### config.mk
export PLATFORM = sky130hd
export DESIGN_NAME = sar_sequencer
export DESIGN_NICKNAME = d
export VERILOG_FILES = /design/src/rtl/sar_sequencer.sv
export SDC_FILE = /design/constraint.sdc
export NUM_CORES = 1
export LEC_CHECK = 0
export ABC_AREA = 1
export CORE_AREA = 5 5 70 120
export DETAILED_ROUTE_END_ITERATION = 10
export DIE_AREA = 0 0 75 125
export PLACE_DENSITY = 0.89
export RECOVER_POWER = 100
export SYNTH_ARGS = -nofsm -noshare
export SYNTH_HDL_FRONTEND = slang
export SYNTH_SLANG_ARGS = --single-unit
export TNS_END_PERCENT = 30
### constraint.sdc
create_clock -name clk_i -period 1.85 [get_ports clk_i]
set_input_delay 0.2775 -clock clk_i [delete_from_list [all_inputs] [get_ports clk_i]]
set_output_delay 0.2775 -clock clk_i [all_outputs]
set_load 0.03 [all_outputs]
### src/rtl/sar_sequencer.sv
// ---------------------------------------------------------------------------
// sar_sequencer
//
// Sequences conversions of an external SAR ADC controller. It issues start
// pulses (one-shot or periodic), waits for the ready rising edge, captures
// the result and pushes it into a small result FIFO. The FIFO is drained
// through a valid/ready stream.
//
// Optional feature: define SAR_SEQ_AVG_EN to average four conversions per
// FIFO entry. A single_i request then runs four back-to-back conversions.
//
// Ports
//   clk_i         clock, all state changes on the rising edge
//   rst_ni        asynchronous active-low reset
//   enable_i      continuous periodic conversion request
//   single_i      one-shot request, sampled in IDLE
//   period_i      start-to-start period in cycles, minus one
//   clear_i       synchronous clear of FIFO, overflow_o and timeout_o
//   start_o       one-cycle start pulse to the SAR controller
//   adc_rdy_i     SAR ready level, rising edge marks conversion done
//   adc_result_i  SAR result, valid while adc_rdy_i is high
//   data_o        FIFO head sample
//   valid_o       FIFO not empty
//   ready_i       sink accepts data_o when high together with valid_o
//   busy_o        sequencer is not IDLE
//   overflow_o    sticky: a sample was dropped because the FIFO was full
//   timeout_o     sticky: a conversion never reported ready
// ---------------------------------------------------------------------------
//
// state | meaning
// ------+---------------------------------------------------------------
// IDLE  | no conversion pending, wait for enable_i or single_i
// START | start_o high for this single cycle, period timer loaded
// CONV  | wait for adc_rdy_i rising edge, bounded by the timeout counter
// STORE | push the captured (or averaged) sample
// WAIT  | periodic mode, wait for the period timer to expire

module sar_sequencer #(
  parameter int RESOLUTION = 8,
  parameter int DIV_WIDTH  = 16,
  parameter int FIFO_DEPTH = 4
) (
  input  logic                  clk_i,
  input  logic                  rst_ni,
  input  logic                  enable_i,
  input  logic                  single_i,
  input  logic [DIV_WIDTH-1:0]  period_i,
  input  logic                  clear_i,
  output logic                  start_o,
  input  logic                  adc_rdy_i,
  input  logic [RESOLUTION-1:0] adc_result_i,
  output logic [RESOLUTION-1:0] data_o,
  output logic                  valid_o,
  input  logic                  ready_i,
  output logic                  busy_o,
  output logic                  overflow_o,
  output logic                  timeout_o
);

  localparam int AW     = $clog2(FIFO_DEPTH);
  localparam int PTR_W  = AW + 1;
  localparam int CONV_W = $clog2(RESOLUTION + 4);
  // CONV lasts at most RESOLUTION+4 cycles: the counter runs LOAD..0.
  localparam logic [CONV_W-1:0] CONV_LOAD = CONV_W'(RESOLUTION + 3);

  typedef enum logic [2:0] {
    IDLE  = 3'd0,
    WAIT  = 3'd1,
    START = 3'd2,
    CONV  = 3'd3,
    STORE = 3'd4
  } state_t;

  state_t                  state_q, state_d;
  logic [DIV_WIDTH-1:0]    timer_q;
  logic [CONV_W-1:0]       conv_cnt_q;
  logic                    rdy_q;
  logic                    rdy_rise;
  logic [RESOLUTION-1:0]   sample_q;
  logic                    store_slot;
  logic                    timeout_hit;
  logic                    burst_more;
  logic                    push;
  logic [RESOLUTION-1:0]   push_data;
  logic                    overflow_q;
  logic                    timeout_q;

  logic [RESOLUTION-1:0]   mem_q [FIFO_DEPTH];
  logic [PTR_W-1:0]        wr_ptr_q, rd_ptr_q;
  logic                    fifo_empty, fifo_full;
  logic                    pop, wr_en, overflow_hit;

  assign rdy_rise = adc_rdy_i & ~rdy_q;

  // ---------------------------------------------------------------------
  // Optional 4x averaging
  // ---------------------------------------------------------------------
`ifdef SAR_SEQ_AVG_EN
  logic [RESOLUTION+1:0] avg_sum_q;
  logic [1:0]            avg_cnt_q;
  logic [RESOLUTION+1:0] avg_total;

  assign avg_total  = avg_sum_q + {2'b00, sample_q};
  assign push       = store_slot && (avg_cnt_q == 2'd3);
  assign push_data  = RESOLUTION'(avg_total >> 2);
  // Without enable_i a group still runs to four conversions back-to-back.
  assign burst_more = (avg_cnt_q != 2'd3);

  always_ff @(posedge clk_i or negedge rst_ni) begin
    if (!rst_ni) begin
      avg_sum_q <= '0;
      avg_cnt_q <= '0;
    end else if (clear_i || timeout_hit) begin
      avg_sum_q <= '0;
      avg_cnt_q <= '0;
    end else if (store_slot) begin
      if (avg_cnt_q == 2'd3) begin
        avg_sum_q <= '0;
        avg_cnt_q <= '0;
      end else begin
        avg_sum_q <= avg_total;
        avg_cnt_q <= avg_cnt_q + 2'd1;
      end
    end
  end
`else
  assign push       = store_slot;
  assign push_data  = sample_q;
  assign burst_more = 1'b0;
`endif

  // ---------------------------------------------------------------------
  // FSM
  // ---------------------------------------------------------------------
  always_ff @(posedge clk_i or negedge rst_ni) begin
    if (!rst_ni) begin
      state_q <= IDLE;
    end else begin
      state_q <= state_d;
    end
  end

  always_comb begin
    state_d     = state_q;
    store_slot  = 1'b0;
    timeout_hit = 1'b0;
    case (state_q)
      IDLE: begin
        if (enable_i || single_i) state_d = START;
      end
      START: begin
        state_d = CONV;
      end
      CONV: begin
        // A ready edge on the last allowed cycle still counts as done.
        if (rdy_rise) begin
          state_d = STORE;
        end else if (conv_cnt_q == '0) begin
          timeout_hit = 1'b1;
          state_d     = IDLE;
        end
      end
      STORE: begin
        store_slot = 1'b1;
        if (enable_i)        state_d = WAIT;
        else if (burst_more) state_d = START;
        else                 state_d = IDLE;
      end
      WAIT: begin
        // Leave when the count after this cycle's decrement is zero, so the
        // next start lands exactly period_i+1 cycles after the previous one.
        if (!enable_i)                       state_d = IDLE;
        else if (timer_q <= DIV_WIDTH'(1))   state_d = START;
      end
      default: state_d = IDLE;
    endcase
  end

  assign start_o = (state_q == START);
  assign busy_o  = (state_q != IDLE);

  // ---------------------------------------------------------------------
  // Timers, ready edge detector, sample capture
  // ---------------------------------------------------------------------
  // The period timer keeps running through CONV and STORE so a slow
  // conversion stretches the interval instead of adding to it.
  always_ff @(posedge clk_i or negedge rst_ni) begin
    if (!rst_ni) begin
      timer_q <= '0;
    end else if (state_q == START) begin
      timer_q <= period_i;
    end else if (timer_q != '0) begin
      timer_q <= timer_q - DIV_WIDTH'(1);
    end
  end

  always_ff @(posedge clk_i or negedge rst_ni) begin
    if (!rst_ni) begin
      conv_cnt_q <= '0;
    end else if (state_q == START) begin
      conv_cnt_q <= CONV_LOAD;
    end else if ((state_q == CONV) && (conv_cnt_q != '0)) begin
      conv_cnt_q <= conv_cnt_q - CONV_W'(1);
    end
  end

  always_ff @(posedge clk_i or negedge rst_ni) begin
    if (!rst_ni) begin
      rdy_q    <= 1'b0;
      sample_q <= '0;
    end else begin
      rdy_q <= adc_rdy_i;
      if ((state_q == CONV) && rdy_rise) sample_q <= adc_result_i;
    end
  end

  // ---------------------------------------------------------------------
  // Result FIFO
  // ---------------------------------------------------------------------
  assign fifo_empty = (wr_ptr_q == rd_ptr_q);
  assign fifo_full  = (wr_ptr_q[AW] != rd_ptr_q[AW]) &&
                      (wr_ptr_q[AW-1:0] == rd_ptr_q[AW-1:0]);
  assign valid_o    = ~fifo_empty;
  assign data_o     = mem_q[rd_ptr_q[AW-1:0]];

  assign pop          = valid_o && ready_i;
  // When full, a same-cycle pop frees the head slot; the head is read out
  // this cycle before the write lands on the clock edge.
  assign wr_en        = push && !clear_i && (!fifo_full || pop);
  assign overflow_hit = push && !clear_i && fifo_full && !pop;

  always_ff @(posedge clk_i or negedge rst_ni) begin
    if (!rst_ni) begin
      wr_ptr_q <= '0;
      rd_ptr_q <= '0;
      for (int i = 0; i < FIFO_DEPTH; i++) mem_q[i] <= '0;
    end else if (clear_i) begin
      wr_ptr_q <= '0;
      rd_ptr_q <= '0;
    end else begin
      if (wr_en) begin
        mem_q[wr_ptr_q[AW-1:0]] <= push_data;
        wr_ptr_q                <= wr_ptr_q + PTR_W'(1);
      end
      if (pop) rd_ptr_q <= rd_ptr_q + PTR_W'(1);
    end
  end

  // ---------------------------------------------------------------------
  // Sticky flags
  // ---------------------------------------------------------------------
  always_ff @(posedge clk_i or negedge rst_ni) begin
    if (!rst_ni) begin
      overflow_q <= 1'b0;
      timeout_q  <= 1'b0;
    end else if (clear_i) begin
      overflow_q <= 1'b0;
      timeout_q  <= 1'b0;
    end else begin
      if (overflow_hit) overflow_q <= 1'b1;
      if (timeout_hit)  timeout_q  <= 1'b1;
    end
  end

  assign overflow_o = overflow_q;
  assign timeout_o  = timeout_q;

endmodule
==> results.ini, run 1 <==
[global_route]
grt_pass1_wl_mm=16.0
antenna_found_initial=0
grt_max_degree=68
grt_pass1_vias=3718
grt_overflow=0
track_usage_pct=21.8

[worst_setup_path]
worstSetupEndpointType=output pin
worst_ep_required_time_ns=1.57
worst-path-max-fanout=18
startpoint_type=register
worstSetupPathType=register to output pin
critPathArrivalTime_ns=1.54

[yosys]
synthFlopType=dfrtp_1
yosysUniqueCellTypes=29
syn_nets=560
seq_area_frac_synth_pct=44.8
synth.area.top_cells=dfrtp_1 45%, nand2_1 15%, nand4_1 5.8%, nor2_1 5.5%, nand3_1 4.2%
netlist_area_sq_um=4020
ys_warn_count=0
synth_edf_count=0
postSynth.asyncResetShare_pct=100
yosysTopAreaCell=dfrtp_1
avgSynthCellArea_sq_um=7.73
synth_top_area_share_pct=44.8
synth_seq_cells=72
syn_inst=520

[cells_and_area]
area_growth_syn_to_layout_pct=19.9
fillers=595
finalNonFillerCells=663
antenna_cells=0
drive_gt1_share_pct=10.3
final_core_util_pct=65.1
final_area_sq_um=4820
fin_nets=610

[die]
dieArea_sq_um=9380
core.rowCount=42
start_util_pct=54.3
fp.dieW_um=75
ios=44
core_sq_um=7410
die_h_um=125

[status]
status=finished, final reports clean

[timing]
skew_ns=0.00885
maxSlewViolCount=0
relSlewSlack_pct=39.2
fin_ws_ns=0.0358
finalHoldViolations=0
fmax_mhz=551
fin_tns_setup_ns=0
period_minus_slack_ns=1.81
worst_pin_slew_ns=0.912
rsz0062_at_grt=yes
setup_viol=0
min_period_over_period_pct=98.1

[placed_design]
dp_hpwl_mm=6.80
dpl-instance-area_sq_um=4450
dp_slack_ns=0.0421
place_inst=641
gp_congestion=0.876
port_buffers=43

[power_and_ir_drop]
vdd_drop_max_mv=0.765
powerDensity_nw_per_um2=1380
p_leak_nw=2.52

[worst_hold_path]
min-delay-path-class=input port to async pin

[run]
cap_violations=0

[clocking]
cts_tree=built
clock_latency_ns=0.34
cts.clk_slew.worst_paths_ns=0.05
cts.sinks=72
cts_root_buf=clkbuf_16
numCtsBuffers=9
cts_buffer_depth=2
h-tree-depth=3

[drt]
drc=0
vias=3687
drt_wl_total_mm=9.66
vias_per_cell=5.56
antenna_left=0
firstDrtPassIters=6
drt_iter0_drc=349
wl_per_cell_um=14.6

[cell type report]
class	instances	area (sq um)	area share (%)
Sequential cell	72	1800	37.4
Tap cell	88	110	2.28
Inverter	50	195	4.05
Multi-Input combinational cell	378	1830	38.0
Timing Repair Buffer	59	551	11.4
Clock inverter	5	78.8	1.63
Clock buffer	11	253	5.24
[flip-flops by register name (all words and copies together) (netlist names)]
register    cells
mem_q          32
timer_q        16
push_data       8
conv_cnt_q      4
rd_ptr_q        3
state_q         3
wr_ptr_q        3
overflow_o      1
rdy_q           1
timeout_o       1
[metrics by stage]
step | total power [mW] | hold slack (ns)
finish | 6.64 | 0.337
global route | 7.07 | 0.381
CTS | 6.61 | 0.297
detailed placement | 4.67 | 0.124
global placement | 4.57 | 0.118
floorplan | 3.96 | -0.0181
[cells in the mapped netlist (4+ instances only)]
master,count
nor2_1,59
a21oi_1,12
ha_1,9
nand3_1,34
inv_2,4
nand4_1,37
buf_2,5
or2_0,5
nand2_1,156
nor2_2,5
xor2_1,6
dfrtp_1,72
inv_1,45
buf_12,4
o22ai_1,8
buf_6,5
o21ai_0,32
[layout by cell type (no fill, tap or decap), types with 9 or more instances in the layout]
cell	n
nand2_1	155
buf_4	18
nor2_1	60
a21oi_1	12
ha_1	9
nand4_1	37
o21ai_0	30
nand3_1	36
inv_1	45
clkbuf_16	9
dfrtp_1	71
clkdlybuf4s50_1	28
[critical path, stage by stage, from the launching register on]
cell     delay, ns
dfrtp_1       0.42
buf_4         0.25
o21ai_0       0.13
o22ai_1       0.20
buf_4         0.19
[layer usage]
layer	vias to the layer above	part of all wire [%]	global-route usage, %
met3	45	5.1	3.21
met4	0	4.9	15.6
met2	143	54	37.7
li1	1791	-	-
met5	-	0	0
met1	1708	35	22.9
[repair_timing]
item                       in CTS  in global routing
setup buffers                   1                  4
pin swaps                       0                  2
hold buffers                    1                  0
hold endpoints to repair        5                  0
setup endpoints to repair       9                  9
resized for setup               4                  4
[path summary, 6_finish.rpt]
check | startpoint | endpoint | slack (ns) | cells past startpoint
hold / removal | rst_ni | rd_ptr_q[0] | 0.34 | 2
max in group asynchronous | rst_ni | push_data[5] | 0.27 | 3
hold reg to reg | mem_q[1] | mem_q[1] | 0.47 | 2
min in group clk_i | mem_q[1] | mem_q[1] | 0.47 | 2
setup reg to reg | rd_ptr_q[2] | mem_q[20] | 0.12 | 7
setup / recovery | rd_ptr_q[0] | data_o[7] | 0.04 | 4
[kinds of logic (layout without fill, tap and decap cells)]
logic type / Yosys count / in the layout / share of synthesized area [%]
and+or+nand+nor: 308 / 308 / 34.3
DFF: 72 / 72 / 44.8
buffers and inverters: 70 / 125 / 9.40
AOI/OAI and AO/OA: 53 / 53 / 6.91
adders and majority gates: 9 / 9 / 2.80
xor gates and xnor gates: 8 / 8 / 1.74
[report_power, final]
| part | internal [mW] | switching (mW) |
|---|---|---|
| combinational | 0.890 | 1.43 |
| sequential | 2.00 | 0.419 |
| clock | 1.25 | 0.650 |
No activity file was read; power rests on OpenSTA's default activity.
==> run 2: changes to the inputs <==
PLACE_DENSITY = 0.78   (was 0.89)
SLEW_MARGIN = 20   (was default)
==> run 2 against run 1 <==
Compared with the run above: cell area down 1.1%; non-clock buffer count decreased by 1; first-iteration DRC count down 34%; utilization is 0.71 points lower; highest routed layer unchanged; sequential power is essentially flat; largest cell class unchanged; maximum frequency rose by 2.4%.
==> results.ini, run 2 (synthesized netlist as in run 1, its figures left out) <==
[timing]
rsz0062_at_grt=no
period_minus_slack_ns=1.77  ; -0.0428 ns
maxSlewViolCount=0  ; unchanged
finalHoldViolations=0  ; unchanged
fmax_mhz=565  ; +2.4%
worst_pin_slew_ns=1.05  ; +0.133 ns
fin_tns_setup_ns=0  ; unchanged
skew_ns=0.00520  ; -0.00365 ns
relSlewSlack_pct=30.3  ; -8.9 points
min_period_over_period_pct=95.8  ; -2.3 points
setup_viol=0  ; unchanged

[die]
core.rowCount=42  ; unchanged
start_util_pct=54.3  ; unchanged
die_h_um=125  ; unchanged
ios=44  ; unchanged
fp.dieW_um=75  ; unchanged
dieArea_sq_um=9380  ; unchanged
core_sq_um=7410  ; unchanged

[clocking]
h-tree-depth=3  ; unchanged
cts_buffer_depth=2  ; unchanged
clock_latency_ns=0.33  ; about the same
cts.clk_slew.worst_paths_ns=0.06  ; about the same
cts.sinks=72  ; unchanged
cts_tree=built
cts_root_buf=clkbuf_16
numCtsBuffers=9  ; unchanged

[power_and_ir_drop]
pwr-share-seq_pct=38.1  ; +1.7 points
vdd_drop_max_mv=0.877  ; +15%
netSwitchingPower_mw=2.50  ; -0.16%
combPwrFrac_pct=34.8  ; -0.2 points
totalPowerFinal_mw=6.40  ; -3.6%
p_int_mw=3.90  ; -5.7%
p_sw_share_pct=39.0  ; +1.3 points
p_clk_share_pct=27.2  ; -1.4 points
powerDensity_nw_per_um2=1340  ; -2.5%
p_leak_nw=2.49  ; -1.2%

[drt]
firstDrtPassIters=4  ; -2
wl_per_cell_um=14.6  ; +0.48%
drt_wl_total_mm=9.69  ; +0.33%
vias_per_cell=5.48  ; -1.4%
antenna_left=0  ; unchanged
drc=0  ; unchanged
vias=3630  ; -1.5%
drt_iter0_drc=232  ; -34%

[global_route]
track_usage_pct=22.7  ; +0.92 points
antenna_found_initial=0  ; unchanged
grt_pass1_vias=3673  ; -1.2%
grt_max_degree=41  ; -40%
grt_pass1_wl_mm=16.5  ; +2.9%
grt_overflow=0  ; unchanged

[cells_and_area]
area_growth_syn_to_layout_pct=18.6
antenna_cells=0  ; unchanged
fin_nets=609  ; -0.16%
final_cell_mix=158 x nand2_1, 70 x dfrtp_1, 60 x nor2_1
largest_reg_flops=32  ; unchanged
largest-register=mem_q
drive_gt1_share_pct=10.1  ; -0.16 points
mostFrequentLayoutCell=nand2_1

[worst_setup_path]
worst_r2r_path_depth=8  ; +1
cp_slowest_cell=dfrtp_1
startpoint_type=register
worstSetupPathType=register to output pin
worstSetupEndpointType=output pin
critPathArrivalTime_ns=1.49  ; -0.05 ns
path_cells=xor2_1 > nor2_2 > nand2_1 > clkbuf_4
worst_path_largest_cell_delay_ns=0.45  ; +0.03 ns
worst-path-max-fanout=5  ; -13
worst_ep_required_time_ns=1.57  ; about the same

[worst_hold_path]
min-delay-path-class=register to register
whs_path_depth=2

[run]
cap_violations=0  ; unchanged

[placed_design]
gp_congestion=0.925  ; +5.6%
port_buffers=43  ; unchanged
dp_hpwl_mm=7.10  ; +4.4%

[status]
status=finished, final reports clean

[run 2: cell count changes in the layout (fill, tap and decap cells not counted), moves of 2 or more]
cell and delta:
inv_2 +4, buf_4 -3, nand2_1 +3, nand2_2 -3
inv_1 -2, o21ai_0 +2, o21ai_1 -2
[run 2: worst paths after layout]
path / startpoint / endpoint / slack [ns]
min in group asynchronous: rst_ni / mem_q[6] / 0.65
max reg2reg: timer_q[8] / timer_q[15] / 0.15
min reg2reg: mem_q[16] / mem_q[16] / 0.47
max in group asynchronous: rst_ni / push_data[4] / 0.30
max: wr_ptr_q[1] / valid_o / 0.08
min: mem_q[16] / mem_q[16] / 0.47
[run 2: metrics by stage]
step | setup WS, ns | area (sq um) | cells | util [%] | hold slack (ns)
2_1_floorplan | 0.0747 | 4020 | 520 | - | -0.0181
3_3_place_gp | 0.162 | 4460 | 643 | 60.1 | 0.251
3_5_place_dp | 0.120 | 4460 | 643 | 60.1 | 0.259
4_1_cts | 0.0410 | 4800 | 662 | 64.7 | 0.440
5_1_grt | 0.00890 | 4770 | 662 | 64.4 | 0.492
6_report | 0.0786 | 4770 | 662 | 64.4 | 0.472
[run 2: timing repair]
action / in CTS / in global routing
hold buffers: 1 / 0
resized for setup: 3 / 3
hold endpoints to repair: 17 / 0
setup endpoints to repair: 9 / 2
buffers inserted: 2 / 0
[run 2: layer usage]
layer | up-vias | routed length [um] | global-route usage, % | share of wire [%]
li1 | 1789 | - | - | -
met5 | - | 0 | 0 | 0
met2 | 101 | 5430 | 41.3 | 56
met1 | 1719 | 3560 | 24.1 | 37
met4 | 0 | 237 | 9.96 | 2.4
met3 | 21 | 467 | 4.66 | 4.8
[run 2: area by class of cell]
type | instances | area [sq um]
clock buffer | 11 | 243
timing repair buffer | 58 | 541
fill | 645 | 2640
sequential | 72 | 1800
inverter | 50 | 191
multi-input combinational | 378 | 1820
clock inverter | 5 | 56.3
tap | 88 | 110
[run 2: critical path: cells and delay by family (launching register included)]
kind	cells	cell delay (ns)
xor+xnor	1	0.20
flops	1	0.45
buf+inv	1	0.21
simple gates	2	0.29
[run 2: power groups by stage]
stage                     Clock, mW  Combinational, mW  Sequential (mW)
final                          1.74               2.22             2.44
after detailed placement          0               2.25             2.43
after floorplan                   0               1.65             2.32
after CTS                      1.77               2.27             2.42
after global placement            0               2.18             2.42
after global routing           1.83               2.54             2.48
